===== src/rtl/mic_rx_stereo.sv =====
// Stereo audio-ADC serial receiver.
// Deserialises adcdat on bclk using adclrc framing (left-justified or I2S), captures both
// channels of every frame and presents one left/right pair per frame with a valid strobe.
// Half-frames that end before N bits were taken raise a one-cycle frame_err instead.
module mic_rx_stereo #(
    parameter int unsigned N        = 16,   // sample width per channel, 8..32
    parameter int unsigned MODE     = 0,    // 0: left-justified, 1: I2S (one-bit delay)
    parameter logic        LEFT_POL = 1'b1  // adclrc level of the left half-frame
) (
    input  logic         bclk,
    input  logic         rst_n,
    input  logic         adclrc,
    input  logic         adcdat,
    output logic [N-1:0] left_data,
    output logic [N-1:0] right_data,
    output logic         valid,
    output logic         frame_err
);

    localparam int unsigned CntW = $clog2(N + 2);

    // cnt counts bits taken in the current half-frame; N means complete, N+1 is the
    // saturated "complete and already acknowledged" value.
    localparam logic [CntW-1:0] CntFull  = CntW'(N);
    localparam logic [CntW-1:0] CntSat   = CntW'(N + 1);
    // Left-justified takes the MSB in the edge cycle itself, I2S takes nothing there.
    localparam logic [CntW-1:0] CntStart = (MODE == 0) ? CntW'(1) : '0;

    typedef enum logic [1:0] {
        StIdle,
        StLeft,
        StRight
    } state_e;

    state_e          state_q;
    logic            lrc_q;
    logic            primed_q;
    logic [CntW-1:0] cnt_q;
    logic [N-1:0]    shift_l_q;
    logic [N-1:0]    shift_r_q;
    logic            left_ok_q;
    logic [N-1:0]    left_data_q;
    logic [N-1:0]    right_data_q;
    logic            valid_q;
    logic            frame_err_q;

    logic            lrc_edge;
    logic            edge_is_left;
    logic            in_half;
    logic            half_short;
    logic            take_bit;
    logic            pair_done;
    logic [N-1:0]    first_word;

    // Edge detection and per-cycle capture decisions.
    always_comb begin
        lrc_edge     = primed_q && (adclrc != lrc_q);
        edge_is_left = (adclrc == LEFT_POL);
        in_half      = (state_q != StIdle);
        // A new edge arriving before N bits were taken cuts the running half-frame short.
        half_short   = lrc_edge && in_half && (cnt_q < CntFull);
        take_bit     = !lrc_edge && in_half && (cnt_q < CntFull);
        // cnt sits at N for exactly one cycle after the right LSB, so this fires once.
        pair_done    = (state_q == StRight) && (cnt_q == CntFull) && left_ok_q;
        first_word   = (MODE == 0) ? {{(N - 1){1'b0}}, adcdat} : '0;
    end

    // Framing FSM, bit counter, shift registers and registered outputs.
    always_ff @(posedge bclk or negedge rst_n) begin
        if (!rst_n) begin
            state_q      <= StIdle;
            lrc_q        <= 1'b0;
            primed_q     <= 1'b0;
            cnt_q        <= '0;
            shift_l_q    <= '0;
            shift_r_q    <= '0;
            left_ok_q    <= 1'b0;
            left_data_q  <= '0;
            right_data_q <= '0;
            valid_q      <= 1'b0;
            frame_err_q  <= 1'b0;
        end else begin
            lrc_q       <= adclrc;
            primed_q    <= 1'b1;
            valid_q     <= pair_done;
            frame_err_q <= half_short;

            // Shift registers are read before any restart below overwrites them.
            if (pair_done) begin
                left_data_q  <= shift_l_q;
                right_data_q <= shift_r_q;
            end

            if (lrc_edge) begin
                if (edge_is_left) begin
                    state_q   <= StLeft;
                    cnt_q     <= CntStart;
                    shift_l_q <= first_word;
                end else if (in_half) begin
                    state_q   <= StRight;
                    cnt_q     <= CntStart;
                    shift_r_q <= first_word;
                    // The pair is only delivered if the left half just ending was full.
                    left_ok_q <= (state_q == StLeft) && !half_short;
                end
                // A right edge in idle is ignored: the partial frame after reset is dropped.
            end else if (in_half) begin
                if (take_bit) begin
                    cnt_q <= cnt_q + CntW'(1);
                    if (state_q == StLeft) begin
                        shift_l_q <= {shift_l_q[N-2:0], adcdat};
                    end else begin
                        shift_r_q <= {shift_r_q[N-2:0], adcdat};
                    end
                end else if (cnt_q == CntFull) begin
                    cnt_q <= CntSat;
                end
            end
        end
    end

    assign left_data  = left_data_q;
    assign right_data = right_data_q;
    assign valid      = valid_q;
    assign frame_err  = frame_err_q;

endmodule


===== config.mk =====
export PLATFORM = sky130hd
export DESIGN_NAME = mic_rx_stereo
export DESIGN_NICKNAME = d
export VERILOG_FILES = /design/src/rtl/mic_rx_stereo.sv
export SDC_FILE = /design/constraint.sdc
export NUM_CORES = 1
export LEC_CHECK = 0
export CAP_MARGIN = 5
export CORE_MARGIN = 5
export CORE_UTILIZATION = 54
export DETAILED_ROUTE_END_ITERATION = 6
export GPL_TIMING_DRIVEN = 0
export PLACE_DENSITY = 0.82
export SLEW_MARGIN = 20
export SYNTH_ARGS = -nofsm -noshare
export SYNTH_HDL_FRONTEND = slang
export SYNTH_SLANG_ARGS = --single-unit

===== constraint.sdc =====
create_clock -name bclk -period 2.3 [get_ports bclk]
set_input_delay 0.46 -clock bclk [delete_from_list [all_inputs] [get_ports bclk]]
set_output_delay 0.46 -clock bclk [all_outputs]
set_load 0.005 [all_outputs]

==> results of run 1 <==
-- kinds of logic after synthesis --
family	after synthesis
AO/OA/AOI/OAI	49
other	1
adder cells (fa/ha/maj)	2
AND/OR/NAND/NOR	24
flip-flops	76
buffers and inverters	13
XOR/XNOR	1
multiplexers	35
-- critical path: cells and delay by family --
family                    cells  cell delay [ns]
AOI/OAI and AO/OA             2             0.73
xor gates and xnor gates      1             0.12
buffers and inverters         2             0.67
and+or+nand+nor               1             0.29
-- power by group through the flow --
stage / clock network (mW) / logic [mW] / registers (mW)
floorplan: 0 / 0.360 / 1.60
global placement: 0 / 0.473 / 1.63
detailed placement: 0 / 0.502 / 1.63
CTS: 0.899 / 0.505 / 1.61
global route: 0.976 / 0.557 / 1.63
finish: 0.869 / 0.497 / 1.61
-- placed cells by master (no fill, tap or decap), drive strengths merged, types with 2 or more instances in the layout --
cell type / Yosys / routed
o21ai: 5 / 5
ha: 2 / 2
dfrtp: 76 / 76
and2: 2 / 2
nor2b: 2 / 2
inv: 3 / 3
nand2: 2 / 2
buf: 10 / 12
nand2b: 4 / 4
nand3: 3 / 3
clkdlybuf4s50: 0 / 36
clkinvlp: 0 / 2
nor2: 5 / 5
a22o: 31 / 31
a21oi: 8 / 8
clkinv: 0 / 2
nor3b: 2 / 2
mux2: 34 / 34
clkbuf: 0 / 12
-- flip-flops by register name, summed over array words and instances, names as in the netlist --
name,flops
primed_q,1
valid,1
frame_err,1
left_data,16
state_q,2
right_data,16
shift_r_q,16
lrc_q,1
left_ok_q,1
shift_l_q,16
cnt_q,5
-- layout make-up --
cell class | instances | share of cell area
Sequential cell | 76 | 0.527
Multi-Input combinational cell | 112 | 0.271
Timing Repair Buffer | 38 | 0.107
Clock buffer | 12 | 0.0402
Tap cell | 72 | 0.0250
Buffer | 10 | 0.0194
Clock inverter | 4 | 0.00693
Inverter | 3 | 0.00312
-- metrics by stage --
stage          setup WS [ns]  utilization  instance area (sq um)
6_report               0.302        0.668                   3610
3_3_place_gp           -1.73        0.633                   3420
3_5_place_dp         -0.0310        0.636                   3440
4_1_cts                0.278        0.668                   3610
2_1_floorplan          0.510            -                   2960
5_1_grt                0.176        0.668                   3610
-- worst max path at each step --
stage / slack, ns / startpoint / to / cells after the start
3_5_place_dp: -0.03 / adclrc / cnt_q[3]$_DFFE_PN0P_ / 6
4_1_cts: 0.28 / cnt_q[0]$_DFFE_PN0P_ / left_data[9]$_DFFE_PN0P_ / 6
3_3_place_gp: -1.73 / rst_n / right_data[1]$_DFFE_PN0P_ / 1
5_1_grt: 0.18 / adclrc / cnt_q[3]$_DFFE_PN0P_ / 6
6_report: 0.30 / adclrc / cnt_q[3]$_DFFE_PN0P_ / 6
2_1_floorplan: 0.51 / cnt_q[0]$_DFFE_PN0P_ / left_data[0]$_DFFE_PN0P_ / 6
-- metal layers --
layer / vias up / GRT usage / part of all wire
met1: 887 / 0.214 / 0.46
met3: 9 / 0.0543 / 0.049
met4: 0 / 0.0702 / 0.018
li1: 832 / - / -
met2: 36 / 0.240 / 0.47
met5: - / 0 / 0
==> impl_metrics.csv, run 1 <==
group,metric,value,unit
yosys,synthSimpleGateAreaFrac,0.0528,
yosys,async_reset_ff_frac,1.00,
yosys,synth.top_cell.area_share,0.642,
routing,remaining_drc_errors,0,
yosys,ys_types,37,
sta,slew_violations,0,
yosys,syn_area,2960,sq um
routing,drt-wirelength-per-cell,15.4,um
run_status,status,"finished clean",
setup_path,cp_cell_sequence,"clkdlybuf4s50_1 -> buf_2 -> xor2_1 -> a211oi_1 -> nor3b_1 -> a211o_1",
yosys,yosys-top-cells-count,"dfrtp_1 (76), a22o_1 (31), mux2_2 (31), a21oi_1 (7), buf_2 (5)",
global_route,antenna_found_initial,0,
power_and_ir_drop,design_power_total,2.98,mW
sta,period_share,0.869,
yosys,yosysSeqAreaShare,0.642,
routing,wl,5.03,mm
setup_path,crit_path_end_kind,"flip-flop",
yosys,synth_flop_cell,"dfrtp_1",
sta,skew,0.00814,ns
yosys,synth-edff-count,0,
floorplanning,fp.dieW,84.0,um
clocking,htree_levels,3,
clocking,root_buffer,"clkbuf_8",
sta,rsz0062_at_grt,"false",
global_route,grt_remaining_overflow,0,
floorplanning,io_pins,38,
setup_path,r2r-end,"left_data[9]$_DFFE_PN0P_",
yosys,synth_top_area_cell,"dfrtp_1",
placed_design,dp.cells,311,
power_and_ir_drop,internal_power,2.14,mW
yosys,synth_area_leaders,"dfrtp_1 (64%), mux2_2 (12%), a22o_1 (9.2%)",
yosys,synth_cells,201,
layout,seq_area,1900,sq um
routing,drt_first_pass_iters,4,
yosys,synth_xor_area_frac,0.00296,
sta,hold_slack,0.0471,ns
power_and_ir_drop,seqPwrFrac,0.541,
sta,fin_crit,2.00,ns
yosys,synth_compound_area_frac,0.132,
power_and_ir_drop,cellLeakagePower,1.73,nW
power_and_ir_drop,p_sw,0.838,mW
setup_path,reg2reg_depth,6,
clocking,cts_tree,"built",
sta,max_slew.worst_pin.slew,0.643,ns
setup_path,rr_startpoint,"cnt_q[0]$_DFFE_PN0P_",
clocking,insertion_delay,0.34,ns
floorplanning,start_util,0.548,
setup_path,crit_required,2.58,ns
sta,setup_viol,0,
clocking,post_cts_buffers,0,
layout,final_cells,327,
power_and_ir_drop,swShare,0.281,
routing,drtIter0Drc,41,
global_route,grt_max_degree,45,
global_route,grt_usage,0.161,
job,drv_cap,0,
layout,nets,256,
power_and_ir_drop,p_clk_frac,0.292,
floorplanning,die_area,7060,sq um
layout,n_fill_cell,395,
hold_path,hp-class,"input pin to asynchronous set/reset pin",
setup_path,cpPeakStageDelay,0.59,ns
yosys,synth.most_common_cell,"dfrtp_1",
placed_design,place.gp.congestion,0.720,
yosys,synth_warnings,0,
yosys,syn_avg_cell_area,14.7,sq um
setup_path,start_kind,"input pin",
clocking,cts_resized,0,
floorplanning,row_count,27,
setup_path,crit_slowest_cell,"a211oi_1",
yosys,syn_nets,207,
layout,diodes,0,
clocking,clk_pin_slew,0.07,ns
layout,multi_input_area,977,sq um
power_and_ir_drop,p_per_area,825,nW/um^2
placed_design,dp_hpwl,3.36,mm
sta,setup-tns-final,0,ns
setup_path,r2r_slack,0.31,ns
sta,fmax,501,MHz
clocking,cts.sinks,76,
routing,final_antenna_net_count,0,
yosys,synth_top_family_by_area,"multiplexers",
global_route,grt_pass1_wl,8.94,mm
layout,syn_to_final_growth,21.9,%
global_route,grt_pass1_vias,1846,
placed_design,port_buffers,37,
setup_path,worstSetupPathType,"input pin to flip-flop",
layout,drive_gt1_frac,0.255,
yosys,ys_ff_latch,76,
sta,hold_viol,0,
clocking,cts_buffers,9,
floorplanning,fp.dieH,84.0,um
routing,num_vias,1764,
yosys,synth_fa_ha_area_frac,0.00845,
clocking,clockBufferDepth,2,
floorplanning,core,5410,sq um
setup_path,worstPathArrival,2.28,ns
power_and_ir_drop,combPwrFrac,0.167,
clocking,cts_hold_buf,0,
power_and_ir_drop,ir_drop,0.000466,V
sta,relSlewSlack,0.569,
setup_path,cp_max_fo,9,
yosys,synth_mux_area_frac,0.133,
routing,viasPerCell,5.39,
(Power assumes the default switching activity.)
==> inputs of run 2 (changes only) <==
CAP_MARGIN = not set   (was 5)
==> results of run 2 <==
Final layout, timing and power as in run 1 (identical DEF).
==> variant 1, RTL diff (config.mk and constraints of run 1) <==
Compare `cnt_q` against `CntFull` with >= in place of ==.
--- a/src/rtl/mic_rx_stereo.sv
+++ b/src/rtl/mic_rx_stereo.sv
@@ -61,7 +61,7 @@
         half_short   = lrc_edge && in_half && (cnt_q < CntFull);
         take_bit     = !lrc_edge && in_half && (cnt_q < CntFull);
         // cnt sits at N for exactly one cycle after the right LSB, so this fires once.
-        pair_done    = (state_q == StRight) && (cnt_q == CntFull) && left_ok_q;
+        pair_done    = (state_q == StRight) && (cnt_q >= CntFull) && left_ok_q;
         first_word   = (MODE == 0) ? {{(N - 1){1'b0}}, adcdat} : '0;
     end
 
Function: same outputs for any inputs over 10 cycles, from zero or initial values and one cycle with rst_n low; that may be too few to reach the edited logic, so the function may still have changed.
==> variant 1 against run 1 <==
- via count rose by 19%
- wire length rose by 10%
- hold slack got worse by 27 ps
- count of clock-buffer cells in the layout decreased by 1
- power is 24% higher
- sequential cell count unchanged
- area after synthesis grew 5.5%
- cell area increased by 4.8%
- global-route usage grew 0.91 points
- worst setup slack gained 160 ps
- critical path type unchanged
==> variant 1: results (changes against run 1) <==
metric,value,unit,change
status,completed,,
worstSetupPathType,in -> reg,,
cts_buffers,9,,unchanged
top_layer,met4,,
firstDrtPassIters,4,,unchanged
placed_cells,382,,+23%
htree_num_levels,3,,unchanged
worstMarginPinSlew,522.2,ps,-120.7 ps
p_sw,1.073,mW,+28%
grt_pass1_wl,9811,um,+9.8%
grt_start_max_net_pins,52,,+16%
yosys-top-cells-area,"dfrtp_1 (61%), mux2_2 (11%), nand2_1 (6.5%)",,
rr_endpoint,shift_r_q[10],,
rr_startpoint,primed_q,,
fin_cells,396,,+21%
drt-met1-wl,2553,um,+10%
r2r_cells,5,,-1
grt_pass1_vias,2057,,+11%
ys_seq_area_share,60.90,%,-3.3 points
ys.flop_type,dfrtp_1,,
irDropWorstVdd,0.5215,mV,+12%
viasPerCell,5.301,,-1.7%
synth_commonest_cells,"dfrtp_1 (76), nand2_1 (54), mux2_2 (30)",,
critPathCapture,cnt_q[1],,
place.gp.congestion,0.7756,,+7.7%
syn_avg_cell_area,11.48,sq um,-22%
antenna_found_initial,0,,unchanged
critical_path_arrival,2070,ps,-210 ps
drt_iter0_markers,95,,+130%
crit_path_max_incr_delay,620,ps,+30 ps
synth_cell_type_count,37,,unchanged
drive_gt1_share,19.75,%,-5.7 points
netlist_instances,272,,+35%
hpwl,3892,um,+16%
power.leakage,1.792,nW,+3.7%
nets,327,,+28%
dr_wl_met3,165,um,-33%
cp_slowest_cell,clkdlybuf4s50_1,,
mappedNetlistNets,278,,+34%
routed_wl,5559,um,+10%
finClkSkew,5.628,ps,-2.515 ps
grt_use_total,17.00,%,+0.91 points
placedInstanceArea,0.003608,sq mm,+4.9%
met2_length,2712,um,+14%
path_max_fanout,7,,-2
reg2reg_slack,700,ps,+390 ps
-- variant 1: cell types whose count changed after synthesis, moves of 4 or more --
cell     delta
o21ai_1    +16
a21oi_1     -4
inv_1       +8
o21ai_0    +10
mux2i_1     +7
a22o_1     -30
nor2_1      +9
buf_2       +7
nand2_1    +53
-- variant 1: cell families (layout without fill, tap and decap cells) --
group | count (synthesis) | in the layout | synth area share [%]
other cells | 1 | 1 | 0.1201
mux | 41 | 41 | 14.70
xor+xnor | 1 | 1 | 0.2805
simple gates | 79 | 79 | 10.74
fa+ha+maj | 2 | 2 | 0.8012
buf+inv | 27 | 79 | 4.087
flops | 76 | 76 | 60.90
compound gates | 45 | 45 | 8.374
-- variant 1: stage by stage --
| step | hold WS, ps | worst slack (ps) | setup TNS, ps |
|---|---|---|---|
| floorplan | 164.4 | 855.3 | 0 |
| global placement | 455.9 | -1771 | -134400 |
| detailed placement | 393.8 | 132.0 | 0 |
| CTS | 26.97 | 497.3 | 0 |
| global route | 41.78 | 348.2 | 0 |
| finish | 19.63 | 458.6 | 0 |
-- variant 1: per-layer routing --
layer  up-vias  global-route usage (%)
met3        13                   2.594
met4         0                   9.065
met2        42                   26.63
li1       1008                       -
met1      1036                   22.80
met5         -                       0
-- variant 1: power by group through the flow --
stage               Sequential [mW]  Combinational [mW]  Clock (mW)
floorplan                      1.82               0.568           0
global placement               1.85               0.878           0
detailed placement             1.87               0.927           0
CTS                            1.84               0.929       0.945
global route                   1.88                1.02        1.01
finish                         1.84               0.915       0.928
-- variant 1: final cells by class --
cell class / instances / area, sq um
sequential: 76 / 1902
tap: 72 / 90.09
buffer: 16 / 86.33
multi-input combinational: 169 / 1094
clock buffer: 11 / 131.4
clock inverter: 3 / 40.04
fill: 412 / 1794
timing repair buffer: 38 / 395.4
inverter: 11 / 41.29
==> variant 2, RTL diff (config.mk and constraints of run 1) <==
Made on the original files. Change the parameter `N` from 16 to 32.
--- a/src/rtl/mic_rx_stereo.sv
+++ b/src/rtl/mic_rx_stereo.sv
@@ -3,7 +3,7 @@
 // channels of every frame and presents one left/right pair per frame with a valid strobe.
 // Half-frames that end before N bits were taken raise a one-cycle frame_err instead.
 module mic_rx_stereo #(
-    parameter int unsigned N        = 16,   // sample width per channel, 8..32
+    parameter int unsigned N        = 32,   // sample width per channel, 8..32
     parameter int unsigned MODE     = 0,    // 0: left-justified, 1: I2S (one-bit delay)
     parameter logic        LEFT_POL = 1'b1  // adclrc level of the left half-frame
 ) (
Interface: changed (resized left_data and right_data); port bits go from 38 to 70. No check against the original RTL was run, so the function may have changed too.
==> variant 2 against run 1 <==
- cell area increased by 91%
- fmax decreased by 1.4%
- critical path depth increased by 1
- power increased by 100%
- worst setup slack got worse by 29 ps
- critical path type is now reg -> reg
- area after synthesis increased by 81%
- first-iteration DRC count increased by 130%
- register-to-register slack got worse by 40 ps
- sequential cell count increased by 65
- wire length increased by 110%
==> variant 2: results (changes against run 1) <==
metric,value,unit,change
clk_latency,510,ps,+170 ps
reg2reg_slack,270,ps,-40 ps
drt_iter0_markers,96,,+130%
worst_hold_slack,485.0,ps,+437.9 ps
grt_start_max_net_pins,78,,+73%
grt_use_total,19.35,%,+3.3 points
place.gp.congestion,0.7681,,+6.7%
holdBufCountCts,1,,+1
path_max_fanout,10,,+1
synth_compound_area_share,12.82,%,-0.37 points
power.leakage,3.336,nW,+93%
grt_pass1_vias,3470,,+88%
pg_clk,2.84,mW,+230%
status,completed,,
ys_seq_area_share,65.73,%,+1.5 points
synthAdderAreaFrac,0.4662,%,-0.38 points
htree_num_levels,4,,+1
irDropWorstVdd,0.4798,mV,+2.9%
critPathTopFamily,simple AND/OR/NAND/NOR gates,,
dr_wl_met3,460,um,+85%
crit_path_max_incr_delay,420,ps,-170 ps
critical_path_arrival,2420,ps,+140 ps
synthMuxAreaShare,13.85,%,+0.57 points
grtUsageMet1,24.82,%,+3.4 points
cts_buffers,17,,+8
hpwl,6714,um,+100%
## variant 2: changes by cell type after synthesis, sizes merged, moves of 5 or more
cell,before,now
buf,10,21
mux2,34,66
a21oi,8,2
nand2,2,7
dfrtp,76,141
a22o,31,65
## variant 2: layout make-up
| class | instances | area [sq um] |
|---|---|---|
| clock inverter | 11 | 163.9 |
| clock buffer | 21 | 459.2 |
| fill | 640 | 2839 |
| buffer | 22 | 170.2 |
| tap | 133 | 166.4 |
| timing repair buffer | 71 | 733.2 |
| sequential | 141 | 3528 |
| multi-input combinational | 183 | 1658 |
| inverter | 3 | 11.26 |
## variant 2: worst register-to-register path, stage by stage (launching register included)
cell	delay [ps]
dfrtp_1	420
inv_1	80
ha_1	130
nor4b_2	250
and4_1	270
buf_4	220
buf_6	180
mux2_2	360
## variant 2: through the flow
stage | worst slack (ps) | instances
2_1_floorplan | 553.6 | 349
3_3_place_gp | -4482 | 551
3_5_place_dp | -20.70 | 552
4_1_cts | 257.2 | 585
5_1_grt | 180.6 | 585
6_report | 273.2 | 585
